## config.mk

```make
export PLATFORM = sky130hd
export DESIGN_NAME = uart_baud_ctrl_flat
export DESIGN_NICKNAME = d
export VERILOG_FILES = /design/src/rtl/uart_baud_ctrl_pkg.sv /design/src/rtl/uart_baud_ctrl_if.sv /design/src/rtl/uart_baud_ctrl_k_lut.sv /design/src/rtl/uart_baud_ctrl.sv /design/src/flat_wrapper.sv
export SDC_FILE = /design/constraint.sdc
export NUM_CORES = 1
export LEC_CHECK = 0
export BUFFER_PORTS_ARGS = -buffer_cell sky130_fd_sc_hd__clkbuf_2
export CAP_MARGIN = 5
export CORE_MARGIN = 2
export CORE_UTILIZATION = 60
export CTS_BUF_LIST = sky130_fd_sc_hd__clkbuf_4
export CTS_CLUSTER_SIZE = 8
export DETAILED_ROUTE_END_ITERATION = 7
export GPL_TIMING_DRIVEN = 1
export PLACE_DENSITY = 0.8
export SYNTH_ARGS = -nofsm -noshare
export SYNTH_HDL_FRONTEND = slang
export SYNTH_HIERARCHICAL = 1
export SYNTH_SLANG_ARGS = --single-unit
```

## constraint.sdc

```tcl
create_clock -name clk -period 6.31 [get_ports clk]
set_input_delay 0.631 -clock clk [delete_from_list [all_inputs] [get_ports clk]]
set_output_delay 0.631 -clock clk [all_outputs]
set_load 0.005 [all_outputs]
```

## src/rtl/uart_baud_ctrl_pkg.sv

```systemverilog
// rtl/uart_baud_ctrl_pkg.sv - shared constants, k table and FSM encoding for the baud controller
package uart_pkg;

  localparam logic [3:0] BAUD_CODE_MAX = 4'd11;
  localparam logic [3:0] BAUD_RESET    = 4'd8;
  localparam int         CNT_W         = 19;

  // Bit time in 100 MHz clocks for each valid baud select code
  localparam logic [CNT_W-1:0] K_0  = 19'd333333;
  localparam logic [CNT_W-1:0] K_1  = 19'd83333;
  localparam logic [CNT_W-1:0] K_2  = 19'd41667;
  localparam logic [CNT_W-1:0] K_3  = 19'd20833;
  localparam logic [CNT_W-1:0] K_4  = 19'd10417;
  localparam logic [CNT_W-1:0] K_5  = 19'd5208;
  localparam logic [CNT_W-1:0] K_6  = 19'd2604;
  localparam logic [CNT_W-1:0] K_7  = 19'd1736;
  localparam logic [CNT_W-1:0] K_8  = 19'd868;
  localparam logic [CNT_W-1:0] K_9  = 19'd434;
  localparam logic [CNT_W-1:0] K_10 = 19'd217;
  localparam logic [CNT_W-1:0] K_11 = 19'd109;

  typedef enum logic [0:0] {
    IDLE = 1'b0,
    PEND = 1'b1
  } state_t;

  function automatic logic baud_code_ok(input logic [3:0] code);
    return code <= BAUD_CODE_MAX;
  endfunction

endpackage

```

## src/rtl/uart_baud_ctrl_if.sv

```systemverilog
// rtl/uart_baud_ctrl_if.sv - CPU/engine-facing signal bundle of the baud controller
interface uart_baud_ctrl_if;
  import uart_pkg::*;

  logic             baud_wr;
  logic [3:0]       baud_in;
  logic             tx_busy;
  logic             rx_busy;
  logic [3:0]       baud_sel;
  logic [CNT_W-1:0] k;
  logic             tx_btu;
  logic             rx_btu;
  logic             pend;
  logic             cfg_done;
  logic             cfg_err;

  // Driven by the CPU and the TX/RX engines
  modport master (
    output baud_wr, baud_in, tx_busy, rx_busy,
    input  baud_sel, k, tx_btu, rx_btu, pend, cfg_done, cfg_err
  );

  // Implemented by uart_baud_ctrl
  modport slave (
    input  baud_wr, baud_in, tx_busy, rx_busy,
    output baud_sel, k, tx_btu, rx_btu, pend, cfg_done, cfg_err
  );

endinterface

```

## src/rtl/uart_baud_ctrl_k_lut.sv

```systemverilog
// rtl/uart_baud_ctrl_k_lut.sv - baud select to bit-time (clocks) lookup
module baud_k_lut
  import uart_pkg::*;
(
  input  logic [3:0]       sel,
  output logic [CNT_W-1:0] k
);

  // Pure decode; codes above BAUD_CODE_MAX are never committed so they map to 0
  always_comb begin
    k = '0;
    case (sel)
      4'd0:    k = K_0;
      4'd1:    k = K_1;
      4'd2:    k = K_2;
      4'd3:    k = K_3;
      4'd4:    k = K_4;
      4'd5:    k = K_5;
      4'd6:    k = K_6;
      4'd7:    k = K_7;
      4'd8:    k = K_8;
      4'd9:    k = K_9;
      4'd10:   k = K_10;
      4'd11:   k = K_11;
      default: k = '0;
    endcase
  end

endmodule

```

## src/rtl/uart_baud_ctrl.sv

```systemverilog
// rtl/uart_baud_ctrl.sv - baud select holder with idle-deferred commit and TX/RX bit-time counters
module uart_baud_ctrl
  import uart_pkg::*;
#(
  parameter logic [3:0] RESET_BAUD = 4'd8,
  parameter int         CNT_W      = 19
) (
  input  logic              clk,
  input  logic              reset,
  uart_baud_ctrl_if.slave   bus
);

  localparam logic [CNT_W-1:0] ONE = CNT_W'(1);

  state_t           state, state_nxt;
  logic [3:0]       pend_sel, pend_sel_nxt;
  logic [3:0]       baud_sel, baud_sel_nxt;
  logic             cfg_done, cfg_done_nxt;
  logic             cfg_err;
  logic             wr_ok;
  logic             engines_idle;
  logic [CNT_W-1:0] k;
  logic [CNT_W-1:0] tx_cnt;
  logic [CNT_W-1:0] rx_cnt;
  logic [CNT_W-1:0] rx_term;
  logic             rx_first;
  logic             tx_btu;
  logic             rx_btu;

  baud_k_lut u_k_lut (
    .sel (baud_sel),
    .k   (k)
  );

  assign wr_ok        = bus.baud_wr && baud_code_ok(bus.baud_in);
  assign engines_idle = !bus.tx_busy && !bus.rx_busy;

  // Register the configuration FSM and the active/pending selects
  always_ff @(posedge clk or posedge reset) begin
    if (reset) begin
      state    <= IDLE;
      pend_sel <= RESET_BAUD;
      baud_sel <= RESET_BAUD;
      cfg_done <= 1'b0;
    end else begin
      state    <= state_nxt;
      pend_sel <= pend_sel_nxt;
      baud_sel <= baud_sel_nxt;
      cfg_done <= cfg_done_nxt;
    end
  end

  // Commit the older pending select when both engines are idle; a write in the same cycle re-arms PEND
  always_comb begin
    state_nxt    = state;
    pend_sel_nxt = pend_sel;
    baud_sel_nxt = baud_sel;
    cfg_done_nxt = 1'b0;
    case (state)
      IDLE: begin
        if (wr_ok) begin
          pend_sel_nxt = bus.baud_in;
          state_nxt    = PEND;
        end
      end
      PEND: begin
        if (engines_idle) begin
          baud_sel_nxt = pend_sel;
          cfg_done_nxt = 1'b1;
          state_nxt    = IDLE;
        end
        if (wr_ok) begin
          pend_sel_nxt = bus.baud_in;
          state_nxt    = PEND;
        end
      end
      default: state_nxt = IDLE;
    endcase
  end

  // Flag a rejected write one cycle later without disturbing any pending change
  always_ff @(posedge clk or posedge reset) begin
    if (reset) begin
      cfg_err <= 1'b0;
    end else begin
      cfg_err <= bus.baud_wr && !baud_code_ok(bus.baud_in);
    end
  end

  assign tx_btu  = bus.tx_busy && (tx_cnt == (k - ONE));
  assign rx_term = rx_first ? ((k >> 1) - ONE) : (k - ONE);
  assign rx_btu  = bus.rx_busy && (rx_cnt == rx_term);

  // TX bit-time counter: runs 0..k-1 while busy, parked at 0 otherwise
  always_ff @(posedge clk or posedge reset) begin
    if (reset) begin
      tx_cnt <= '0;
    end else if (!bus.tx_busy || tx_btu) begin
      tx_cnt <= '0;
    end else begin
      tx_cnt <= tx_cnt + ONE;
    end
  end

  // RX bit-time counter: first period is half a bit so sampling lands mid-bit
  always_ff @(posedge clk or posedge reset) begin
    if (reset) begin
      rx_cnt <= '0;
    end else if (!bus.rx_busy || rx_btu) begin
      rx_cnt <= '0;
    end else begin
      rx_cnt <= rx_cnt + ONE;
    end
  end

  // Half-bit marker: armed whenever RX is idle, dropped after the first pulse of a frame
  always_ff @(posedge clk or posedge reset) begin
    if (reset) begin
      rx_first <= 1'b1;
    end else if (!bus.rx_busy) begin
      rx_first <= 1'b1;
    end else if (rx_btu) begin
      rx_first <= 1'b0;
    end
  end

  assign bus.baud_sel = baud_sel;
  assign bus.k        = k;
  assign bus.tx_btu   = tx_btu;
  assign bus.rx_btu   = rx_btu;
  assign bus.pend     = (state == PEND);
  assign bus.cfg_done = cfg_done;
  assign bus.cfg_err  = cfg_err;

endmodule

```

## src/flat_wrapper.sv

```systemverilog
// flat-port wrapper written by rule: the top's interface ports become plain ports
module uart_baud_ctrl_flat import uart_pkg::*;
#(
  parameter logic [3:0] RESET_BAUD = 4'd8,
  parameter int         CNT_W      = 19
)
  (clk, reset, bus_baud_wr, bus_baud_in, bus_tx_busy, bus_rx_busy, bus_baud_sel, bus_k, bus_tx_btu, bus_rx_btu, bus_pend, bus_cfg_done, bus_cfg_err);
  uart_baud_ctrl_if bus_i ();
  input  logic clk;
  input  logic reset;
  input wire logic [$bits(bus_i.baud_wr)-1:0] bus_baud_wr;
  input wire logic [$bits(bus_i.baud_in)-1:0] bus_baud_in;
  input wire logic [$bits(bus_i.tx_busy)-1:0] bus_tx_busy;
  input wire logic [$bits(bus_i.rx_busy)-1:0] bus_rx_busy;
  output wire logic [$bits(bus_i.baud_sel)-1:0] bus_baud_sel;
  output wire logic [$bits(bus_i.k)-1:0] bus_k;
  output wire logic [$bits(bus_i.tx_btu)-1:0] bus_tx_btu;
  output wire logic [$bits(bus_i.rx_btu)-1:0] bus_rx_btu;
  output wire logic [$bits(bus_i.pend)-1:0] bus_pend;
  output wire logic [$bits(bus_i.cfg_done)-1:0] bus_cfg_done;
  output wire logic [$bits(bus_i.cfg_err)-1:0] bus_cfg_err;
  assign bus_i.baud_wr = bus_baud_wr;
  assign bus_i.baud_in = bus_baud_in;
  assign bus_i.tx_busy = bus_tx_busy;
  assign bus_i.rx_busy = bus_rx_busy;
  assign bus_baud_sel = bus_i.baud_sel;
  assign bus_k = bus_i.k;
  assign bus_tx_btu = bus_i.tx_btu;
  assign bus_rx_btu = bus_i.rx_btu;
  assign bus_pend = bus_i.pend;
  assign bus_cfg_done = bus_i.cfg_done;
  assign bus_cfg_err = bus_i.cfg_err;
  uart_baud_ctrl #(.RESET_BAUD(RESET_BAUD), .CNT_W(CNT_W)) u_core (.clk(clk), .reset(reset), .bus(bus_i));
endmodule
```

== Word-level counts from Yosys, hierarchy flattened ==
Memories as Yosys holds them, arrays and structs flattened.
Index checks and enable logic that the tools add are counted.
Widths: inputs -> output; s select.

* Input port bits: 9
* Word-level logic and storage cells: 41
* Flip-flop bits (word level): 50
* Memory bits (read-only): 288
* Memories: 1

{| class="wikitable"
|+ Memories
! memory !! depth !! width !! read ports !! clocked after Yosys merged registers in !! write ports !! line !! RTL
|-
| (name not given) || 16 || 18 || 1 || 0 || 0 || uart_baud_ctrl_k_lut.sv:12 || <nowiki>case (sel)</nowiki>
|}

* Reduce and logical (&&, ||, !) cells: 11
* Bitwise operators: 1
* Add/subtract/negate cells: 4
* Equality and inequality tests: 3
* $lt $le $gt $ge: 1
* Multiplexer cells: 12

{| class="wikitable"
|+ Operators by type and width
! operator !! number
|-
| $mux 19 || 3
|-
| $add 19x1->19 const B || 2
|-
| $eq 19x19->1 || 2
|-
| $sub 18x1->19 const B || 1
|-
| $sub 19x1->19 const B || 1
|-
| $mux 1 || 7
|-
| $logic_and 1x1->1 || 5
|-
| $le 4x4->1 const B || 1
|-
| $mux 4 || 1
|-
| $logic_not 1->1 || 3
|-
| $logic_or 1x1->1 || 2
|-
| $ne 2x1->1 const B || 1
|-
| $pmux 1 s2 || 1
|-
| $reduce_and 2->1 || 1
|-
| $not 1->1 || 1
|}

== Longest topological paths before layout ==
Gate-level depths: netlist of the first run.
An unclocked memory read counts as a cell.

* Depth after elaboration: 7
* Mapped depth: 17

== Cells and area by module ==
Netlist of the first run, hierarchy kept.

{| class="wikitable"
|+ Modules (own cells, without submodules)
! module !! instances !! cells each !! sequential area each (um2) !! area each (um2)
|-
| uart_baud_ctrl || 1 || 474 || 1255.0 || 4055.1
|-
| baud_k_lut || 1 || 57 || 0.0 || 405.4
|}

== Worst setup path after synthesis of the first run ==
Ideal clock, no wire load.

* Kind: register to output
* Start point: reg u_core.baud_sel[0] (netlist: u_core/bus.baud_sel[0])
* End point: out bus_tx_btu
* Setup slack: 2104 ps
* Path buffers: 2
* Arrival time: 3575 ps
* Data required time: 5679 ps
* Cell stages (with the launch flop): 18
* Cells stage by stage: dfrtp_1 inv_1 ha_1 inv_1 a21oi_1 o22ai_1 buf_2 inv_1 ha_1 nor4b_4 nand3_1 xnor2_1 o21ai_0 a2111oi_0 nand4_1 nor4b_2 buf_2 and2_1

* Longest elaborated chain between the ends: 4

{| class="wikitable"
|+ Ends and longest elaborated chain
! element !! line !! RTL
|-
| start, declared || uart_baud_ctrl.sv:17 || <nowiki>logic [3:0] baud_sel, baud_sel_nxt;</nowiki>
|-
| start signal, assigned || uart_baud_ctrl.sv:48 || <nowiki>baud_sel <= baud_sel_nxt;</nowiki>
|-
| $mem_v2 16x18 || n/a ||
|-
| net bus_k[2] || flat_wrapper.sv:16 || <nowiki>output wire logic [$bits(bus_i.k)-1:0] bus_k;</nowiki>
|-
| $sub 19x1->19 || uart_baud_ctrl.sv:90 || <nowiki>assign tx_btu = bus.tx_busy && (tx_cnt == (k - ONE));</nowiki>
|-
| $eq 19x19->1 || uart_baud_ctrl.sv:90 ||
|-
| $logic_and 1x1->1 || uart_baud_ctrl.sv:90 ||
|-
| end, declared || flat_wrapper.sv:17 || <nowiki>output wire logic [$bits(bus_i.tx_btu)-1:0] bus_tx_btu;</nowiki>
|}

The timed path passes the listed nets, and every way through them passes these cells.

== Worst setup path in the final report of the first run ==
* Start point: reg u_core.baud_sel[0] (netlist: u_core/bus.baud_sel[0])
* End point: out bus_tx_btu

* Longest elaborated chain between the ends: 4

{| class="wikitable"
|+ Ends and longest elaborated chain
! element !! line
|-
| $mem_v2 16x18 || n/a
|-
| $sub 19x1->19 || uart_baud_ctrl.sv:90
|-
| $eq 19x19->1 || uart_baud_ctrl.sv:90
|-
| $logic_and 1x1->1 || uart_baud_ctrl.sv:90
|}

Every way passes these cells.

==> results of run 1 <==
[through the flow]
stage / std cells / area, um2
finish: 644 / 4647
global route: 644 / 4647
CTS: 644 / 4647
detailed placement: 636 / 4593
global placement: 636 / 4593
floorplan: 531 / 4461
[cells in the final DEF (no fill, tap or decap), drive strengths merged, types with 15 or more instances in the layout]
master,Yosys,final
xor2,42,42
inv,15,15
dfrtp,47,47
nor2,70,70
nand4,17,17
xnor2,64,64
nand3,24,24
nor3,16,16
clkbuf,12,41
nand2,51,51
[worst max-delay path by stage]
stage / startpoint / endpoint / slack, ns / cells past startpoint
floorplan: u_core/bus.baud_sel[0] / bus_tx_btu / 2.10 / 17
global placement: u_core/bus.baud_sel[2] / bus_tx_btu / 1.43 / 13
detailed placement: u_core/bus.baud_sel[0] / bus_tx_btu / 1.24 / 16
CTS: u_core/bus.baud_sel[0] / bus_tx_btu / 0.80 / 16
global route: u_core/bus.baud_sel[0] / bus_tx_btu / 0.27 / 16
finish: u_core/bus.baud_sel[0] / bus_tx_btu / 0.64 / 16
[Yosys cell counts, drive strengths merged (8+ instances only)]
cell type / count / area [um2]
nand4: 17 / 121.4
ha: 11 / 137.6
nor3: 16 / 106.4
xnor2: 64 / 560.5
clkbuf: 12 / 48.80
o21ai: 13 / 68.82
buf: 25 / 177.7
xor2: 42 / 367.9
o211ai: 8 / 60.06
nand2: 51 / 191.4
inv: 15 / 56.30
nand3: 24 / 120.1
dfrtp: 47 / 1176
and3: 10 / 62.56
a21oi: 8 / 40.04
nor2: 70 / 262.8
[state kept, by name, indices dropped and copies added, names as in the netlist]
name,cells
u_core/bus.cfg_err,1
u_core/bus.cfg_done,1
u_core/rx_cnt,19
u_core/bus.baud_sel,4
u_core/rx_first,1
u_core/tx_cnt,19
u_core/bus.pend,1
u_core/pend_sel,4
[cell families (layout without fill, tap and decap cells)]
logic type | after synthesis | in the layout | synth area share (%)
buf+inv | 53 | 67 | 6.423
xor+xnor | 106 | 106 | 20.81
flops | 50 | 50 | 28.13
other cells | 1 | 1 | 0.08407
simple gates | 235 | 235 | 27.91
mux | 14 | 14 | 3.338
fa+ha+maj | 11 | 11 | 3.086
compound gates | 61 | 61 | 10.21
[power by group through the flow]
| stage | clock network, mW | registers, mW | logic [mW] |
|---|---|---|---|
| 2_1_floorplan | 0 | 0.362 | 0.781 |
| 3_3_place_gp | 0 | 0.383 | 0.961 |
| 3_5_place_dp | 0 | 0.385 | 0.972 |
| 4_1_cts | 0.154 | 0.379 | 0.977 |
| 5_1_grt | 0.166 | 0.386 | 1.08 |
| 6_report | 0.148 | 0.379 | 1.00 |
[per-layer routing]
layer	up-vias	share of wire [%]	global-route usage, %
met2	187	44	42.29
met4	0	3.3	12.05
met1	1811	44	39.91
met5	-	0	0
li1	1846	-	-
met3	31	9.1	6.119
[cell type report]
class	count	area, um2
Clock inverter	2	8.758
Multi-Input combinational cell	428	2919
Timing Repair Buffer	43	235.2
Clock buffer	6	45.04
Tap cell	99	123.9
Fill cell	642	2567
Sequential cell	50	1255
Inverter	16	60.06
==> qor.yml, run 1 <==
worst_pin_slew_ns: 1.229
p_int_mw: 0.7758
cts_buffers: 5
die_w_um: 90.22
ys_warn_count: 6
hold_end: "u_core/pend_sel[1]"
root_buffer: "clkbuf_4"
power_density_nw_per_um2: 329.5
synthToLayoutAreaGrowth_pct: 4.180
clock_path_buffers: 2
swShare_pct: 49.33
grt_pass1_wl_um: 18790
fin_util_pct: 64.41
clkTransAtPathRegs_ns: 0.14
grt-ovfl-total: 0
drtIter0Drc: 320
crit_buf_inv: 4
drt-total-wl_um: 11370
synth_fp_nets: 551
grtUsageTotal_pct: 28.39
hpwl_um: 8484
crit_fanout: 20
tns_ns: 0
yosysUniqueCellTypes: 68
antenna_found_initial: 0
core_um2: 7214
required_ns: 5.68
htreeDepth: 2
layout-drive-gt1-share_pct: 14.13
grt_setup_unrepaired: "false"
antenna_cells: 0
status: "finished clean"
fin_worst_skew_ns: 0.009683
cts_tree: "yes"
switchingPower_mw: 0.7553
fmax_mhz: 176.5
nets: 564
dp_slack_ns: 1.241
start_util_pct: 61.83
rr_startpoint: "u_core/bus.baud_sel[0]"
setup_viol: 0
finalHoldViolations: 0
detail_route.vias_per_cell: 6.017
min-delay-path-class: "in2reg"
synth_area_um2: 4461
slew_headroom_pct: 18.06
fin_crit_ns: 5.666
vias: 3875
critical_path_class: "reg2out"
cts-resized-gates: 0
io_pins: 37
timing.hold.ws_ns: 0.4802
clkPwrFrac_pct: 9.6
avgSynthCellArea_um2: 8.400
firstDrtPassIters: 5
ant_nets: 0
synthFlopType: "dfrtp_1"
setup_slack_ns: 0.6438
arrival_ns: 5.04
grt_pass1_vias: 3631
maxCapViolCount: 0
critPathTopFamily: "simple AND/OR/NAND/NOR gates"
synth_edf_count: 0
combPwrFrac_pct: 65.6
routedWlPerCell_um: 17.66
clk_latency_ns: 0.37
power.total_mw: 1.531
post_cts_buffers: 0
pwr-share-seq_pct: 24.8
cts.sinks: 50
std_cell_rows: 31
hold_depth: 2
syn_inst: 531
grt_max_degree: 51
synth.ff_latch_count: 50
synth-async-reset-ratio_pct: 100.0
drc: 0
fp.dieArea_um2: 8140
r2r-end: "u_core/rx_cnt[9]"
portBuffers: 35
finalMaxSlewViolations: 0
leakagePower_nw: 2.016
routabilityCongestion: 0.9874
slowest_stage: "nor3b_2"
cp-end-kind: "primary output"
reg2reg_depth: 14
ctsHoldBuffers: 0
worstSetupStartpointType: "flop"
ir_worst_vdd_mv: 0.1593
crit_chain: "inv_1 -> ha_1 -> nand2b_1 -> a22oi_1 -> inv_1 -> ha_1 -> nor3b_2 -> and4_1 -> nand3_1 -> xnor2_1 -> a2111oi_0 -> nand4_1 -> nor4b_2 -> buf_4 -> and2_1 -> clkbuf_2"
ys_seq_area_share_pct: 28.13
die_y_um: 90.22
r2r_slack_ns: 1.54
fin_crit_sh_pct: 89.80
min_from: "bus_baud_in[1]"
cpPeakStageDelay_ns: 0.65
Note: power is estimated with default switching activity, not from simulation.
==> run 2: changes to the inputs <==
PLACE_DENSITY = 0.92   (was 0.8)
RECOVER_POWER = 25   (was unset)
==> qor.yml, run 2 (synthesis results as in run 1) <==
htreeDepth: 2  # unchanged
io_pins: 37  # unchanged
drt-total-wl_um: 11360  # -0.13%
portBuffers: 35  # unchanged
maxCapViolCount: 1  # +1
fin_worst_skew_ns: 0.01366  # +0.003982 ns
cts_tree: "yes"
fin_crit_sh_pct: 83.87  # -5.9 points
cp-end-kind: "primary output"
critPathLaunch: "u_core/bus.baud_sel[0]"
ant_nets: 0  # unchanged
start_util_pct: 61.83  # unchanged
drc: 0  # unchanged
violations: "capacitance limit, slew limit"
ir_worst_vdd_mv: 0.1509  # -5.2%
slowest_stage: "a22oi_1"
timing.hold.ws_ns: 0.4817  # +0.001489 ns
clkPwrFrac_pct: 9.7  # about the same
grtUsageTotal_pct: 28.51  # +0.12 points
leakagePower_nw: 2.010  # -0.28%
fin_crit_ns: 5.292  # -0.3741 ns
critical_path_class: "reg2out"
fillers: 636  # -0.93%
die_w_um: 90.22  # unchanged
crit_fanout: 20  # unchanged
slew_headroom_pct: -25.84  # -44 points
routedWlPerCell_um: 17.63  # -0.13%
highest_layer: "met4"
min-delay-path-class: "in2reg"
r2r_slack_ns: 1.65  # +0.11 ns
firstDrtPassIters: 5  # unchanged
root_buffer: "clkbuf_4"
cts.sinks: 50  # unchanged
hpwl_um: 8543  # +0.69%
worst_pin_slew_ns: 1.885  # +0.6564 ns
tns_ns: 0  # unchanged
antenna_found_initial: 0  # unchanged
crit_chain: "inv_1 -> ha_1 -> nand2b_1 -> a22oi_1 -> inv_1 -> ha_1 -> nor3b_2 -> nand2_1 -> xor2_1 -> o21ai_0 -> a2111oi_0 -> nand4_1 -> nor4b_2 -> buf_4 -> and2_1 -> clkbuf_2"
combPwrFrac_pct: 65.5  # about the same
post_cts_buffers: 0  # unchanged
rr_startpoint: "u_core/bus.baud_sel[0]"
finalInstanceArea_um2: 4649  # about the same
status: "complete, but fails checks"
finalMaxSlewViolations: 51  # +51
setup_viol: 0  # unchanged
reg_top3: "u_core/rx_cnt: 19 flops, u_core/tx_cnt: 19 flops"
detail_route.vias_per_cell: 6.116  # +1.7%
place_area_um2: 4593  # unchanged
final_common_cell: "nor2_1"
drtIter0Drc: 409  # +28%
worstSetupStartpointType: "flop"
core_um2: 7214  # unchanged
fp.dieArea_um2: 8140  # unchanged
wl_met1_um: 4978  # +0.40%
wl_met3_um: 801  # -23%
power_density_nw_per_um2: 330.4  # +0.27%
vias: 3939  # +1.7%
clkTransAtPathRegs_ns: 0.14  # about the same
antenna_cells: 0  # unchanged
clk_latency_ns: 0.38  # about the same
layout-drive-gt1-share_pct: 13.76  # -0.37 points
grt_pass1_wl_um: 18890  # +0.52%
arrival_ns: 4.66  # -0.38 ns
required_ns: 5.68  # about the same
pwr-share-seq_pct: 24.7  # about the same
finalHoldViolations: 0  # unchanged
layout_common_cells: "nor2_1 (70), xnor2_1 (64), nand2_1 (51), dfrtp_1 (47), xor2_1 (42)"
cts-resized-gates: 0  # unchanged
grt-ovfl-total: 0  # unchanged
clock_path_buffers: 2  # unchanged
std_cell_rows: 31  # unchanged
p_int_mw: 0.7732  # -0.34%
multi_input_area_um2: 2919  # unchanged
synthToLayoutAreaGrowth_pct: 4.236  # about the same
swShare_pct: 49.67  # +0.33 points
route.met2.wl_um: 5188  # +3.9%
cts_buffers: 5  # unchanged
cpPeakStageDelay_ns: 0.63  # -0.02 ns
grt_pass1_vias: 3760  # +3.6%
grt_setup_unrepaired: "false"
ctsHoldBuffers: 0  # unchanged
die_y_um: 90.22  # unchanged
fmax_mhz: 189.0  # +7.1%
routabilityCongestion: 0.9805  # -0.70%
final-seq-area_um2: 1255  # unchanged
nets: 564  # unchanged
grt_max_degree: 51  # unchanged
min_from: "bus_baud_in[0]"
switchingPower_mw: 0.7629  # +1.0%
-- run 2: cell count changes in the layout (fill, tap and decap cells not counted), sizes merged --
cell / previous run / this run
clkbuf: 41 / 40
clkinv: 3 / 2
clkinvlp: 0 / 1
inv: 15 / 16
-- run 2: path summary, 6_finish.rpt --
kind / to / depth (start not counted)
worst max-delay path: bus_tx_btu / 16
worst min-delay path: u_core/pend_sel[0] / 2
worst max register to register: u_core/rx_cnt[8] / 15
min in group asynchronous: u_core/rx_cnt[7] / 2
max in group asynchronous: u_core/bus.cfg_err / 2
worst min register to register: u_core/pend_sel[3] / 2
-- run 2: critical path: cells and delay by family (launching register included) --
kind            cells  cell delay [ns]
compound gates      3             1.12
simple gates        6             1.06
buf+inv             4             0.75
flops               1             0.52
fa+ha+maj           2             0.51
xor+xnor            1             0.32
-- run 2: area by class of cell --
cell class / count / share of cell area (%)
clock inverters: 3 / 0.4306
inverters: 16 / 1.292
clock buffers: 5 / 0.8073
repair buffers: 43 / 5.032
multi-input cells: 428 / 62.78
well taps: 99 / 2.664
flip-flops and latches: 50 / 26.99
-- run 2: routing by layer --
metal  vias up  global-route usage (%)
li1       1844                       -
met1      1897                   39.45
met2       169                   44.42
met3        29                   5.197
met4         0                   11.15
met5         -                       0
-- run 2: power groups by stage --
stage | sequential (mW) | clock [mW] | combinational (mW)
final | 0.380 | 0.150 | 1.01
after global routing | 0.387 | 0.170 | 1.08
after CTS | 0.379 | 0.157 | 0.982
after detailed placement | 0.385 | 0 | 0.977
after global placement | 0.383 | 0 | 0.962
after floorplan | 0.362 | 0 | 0.781
-- run 2: stage by stage --
stage               utilization, %  total power [mW]  std cells  setup WS [ns]
floorplan                        -             1.143        531          2.104
global placement             63.67             1.345        636          1.630
detailed placement           63.67             1.362        636          1.452
global route                 64.45             1.639        644         0.5346
CTS                          64.46             1.518        644          1.033
finish                       64.45             1.536        644          1.018
==> run 3: changes to the inputs <==
CORE_UTILIZATION = 57   (was 60)
clock period = 4.3 ns   (was 6.31 ns; I/O delays follow)
==> qor.yml, run 3 (synthesis results as in run 1) <==
clock_path_buffers: 2  # unchanged
cts_buffers: 5  # unchanged
grt-ovfl-total: 0  # unchanged
antenna_cells: 0  # unchanged
combPwrFrac_pct: 71.9  # +6.4 points
fin_worst_skew_ns: 0.005367  # -0.008298 ns
status: "complete, but fails checks"
finalInstanceArea_um2: 5305  # +14%
top_usage_layer: "met2"
fp.dieArea_um2: 8549  # +5.0%
tns_ns: 0  # unchanged
fin_util_pct: 69.37  # +4.9 points
fin_crit_sh_pct: 98.36
stdcell_count: 693  # +7.6%
min-delay-path-class: "in2reg"
final_common_cell: "nor2_1"
arrival_ns: 3.80  # -0.86 ns
fin_crit_ns: 4.229
slew_headroom_pct: -24.52  # +1.3 points
pwr-share-seq_pct: 18.2  # -6.5 points
grt_max_degree: 51  # unchanged
grtUsageTotal_pct: 28.79  # +0.29 points
grtUsageMet1_pct: 39.90  # +0.44 points
nets: 610  # +8.2%
portBuffers: 35  # unchanged
layout_common_cells: "nor2_1 (68), xnor2_1 (62), nand2_1 (51), buf_4 (48), dfrtp_1 (46)"
start_util_pct: 58.33  # -3.5 points
finalHoldViolations: 0  # unchanged
cts.sinks: 50  # unchanged
switchingPower_mw: 1.366  # +79%
swShare_pct: 47.35  # -2.3 points
ctsHoldBuffers: 0  # unchanged
place_area_um2: 4732  # +3.0%
io_pins: 37  # unchanged
finalMaxSlewViolations: 51  # unchanged
hpwl_um: 8792  # +2.9%
maxCapViolCount: 1  # unchanged
grt_pass1_wl_um: 19690  # +4.3%
p_int_mw: 1.519  # +96%
cts_tree: "yes"
reg_top3: "u_core/rx_cnt: 19 flops, u_core/tx_cnt: 19 flops"
ant_nets: 0  # unchanged
clk_latency_ns: 0.38  # about the same
std_cell_rows: 32  # +3.2%
layout-drive-gt1-share_pct: 26.90  # +13 points
worst_pin_slew_ns: 1.866  # -0.01971 ns
drt-total-wl_um: 13030  # +15%
setup_slack_ns: 0.07062  # -0.9473 ns
timing.hold.ws_ns: 0.2737  # -0.2080 ns
required_ns: 3.87  # -1.81 ns
routedWlPerCell_um: 18.80  # +6.6%
ir_worst_vdd_mv: 0.2450  # +62%
core_um2: 7647  # +6.0%
power.total_mw: 2.885  # +88%
use_met3_pct: 4.150  # -1.0 points
clkTransAtPathRegs_ns: 0.15  # about the same
detail_route.vias_per_cell: 6.242  # +2.1%
fillers: 563  # -11%
drc: 0  # unchanged
leakagePower_nw: 2.297  # +14%
die_y_um: 92.46  # +2.5%
crit_fanout: 6  # -70%
drtIter0Drc: 717  # +75%
worstSetupStartpointType: "flop"
die_w_um: 92.46  # +2.5%
dpl.cell_count: 657  # +3.3%
htreeDepth: 2  # unchanged
fmax_mhz: 236.4
critical_path_class: "reg2out"
grt_pass1_vias: 3904  # +3.8%
violations: "capacitance limit, slew limit"
setup_viol: 0  # unchanged
vias: 4326  # +9.8%
firstDrtPassIters: 6  # +1
antenna_found_initial: 0  # unchanged
grt.met2_usage_pct: 45.50  # +1.1 points
r2r_slack_ns: 0.54  # -1.11 ns
power_density_nw_per_um2: 543.9  # +65%
cp-end-kind: "primary output"
synthToLayoutAreaGrowth_pct: 18.93
root_buffer: "clkbuf_4"
dp_slack_ns: 0.2973  # -1.155 ns
clkPwrFrac_pct: 9.8  # about the same
routabilityCongestion: 1.071  # +9.2%
[run 3: final cells by class]
type | count | area, um2 | area share [%]
Multi-Input combinational cell | 428 | 3174 | 59.83
Sequential cell | 50 | 1260 | 23.75
Timing Repair Buffer | 89 | 601.8 | 11.34
Tap cell | 102 | 127.6 | 2.406
Inverter | 16 | 60.06 | 1.132
Clock inverter | 3 | 43.79 | 0.8255
Clock buffer | 5 | 37.54 | 0.7075
[run 3: power by group through the flow]
stage	combinational (mW)	clock, mW	sequential, mW
2_1_floorplan	1.15	0	0.531
3_3_place_gp	1.54	0	0.537
3_5_place_dp	1.56	0	0.539
4_1_cts	1.61	0.292	0.525
5_1_grt	2.17	0.307	0.531
6_report	2.07	0.284	0.526
[run 3: critical path, stage by stage (launching register included)]
cell	delay, ns
dfstp_4	0.68
buf_4	0.13
nand2b_1	0.15
a21boi_2	0.18
o21ai_2	0.11
buf_6	0.14
nor3b_4	0.34
nand4_1	0.25
xnor2_1	0.25
o211ai_1	0.17
a2111oi_4	0.40
nand4_1	0.17
nor3_2	0.21
and2_1	0.14
clkbuf_2	0.11
[run 3: metal layers]
| layer | up-vias | wire (um) |
|---|---|---|
| met5 | - | 0 |
| met4 | 0 | 594 |
| met3 | 73 | 1281 |
| met2 | 279 | 5822 |
| met1 | 2045 | 5327 |
| li1 | 1929 | - |
[run 3: path summary, 6_finish.rpt]
check,start,to,depth (start not counted)
worst max-delay path,u_core/bus.baud_sel[3],bus_rx_btu,14
min in group asynchronous,reset,u_core/bus.pend,2
max in group asynchronous,reset,u_core/bus.baud_sel[2],2
worst min register to register,u_core/pend_sel[3],u_core/pend_sel[3],2
worst min-delay path,bus_baud_in[1],u_core/pend_sel[1],2
worst max register to register,u_core/bus.baud_sel[3],u_core/rx_cnt[18],15
[run 3: repair_timing]
item / 4_1_cts / 5_1_grt
cloned: 0 / 0
setup endpoints to repair: 2 / 2
pin swaps: 1 / 24
resized for setup: 5 / 61
setup buffers: 2 / 26
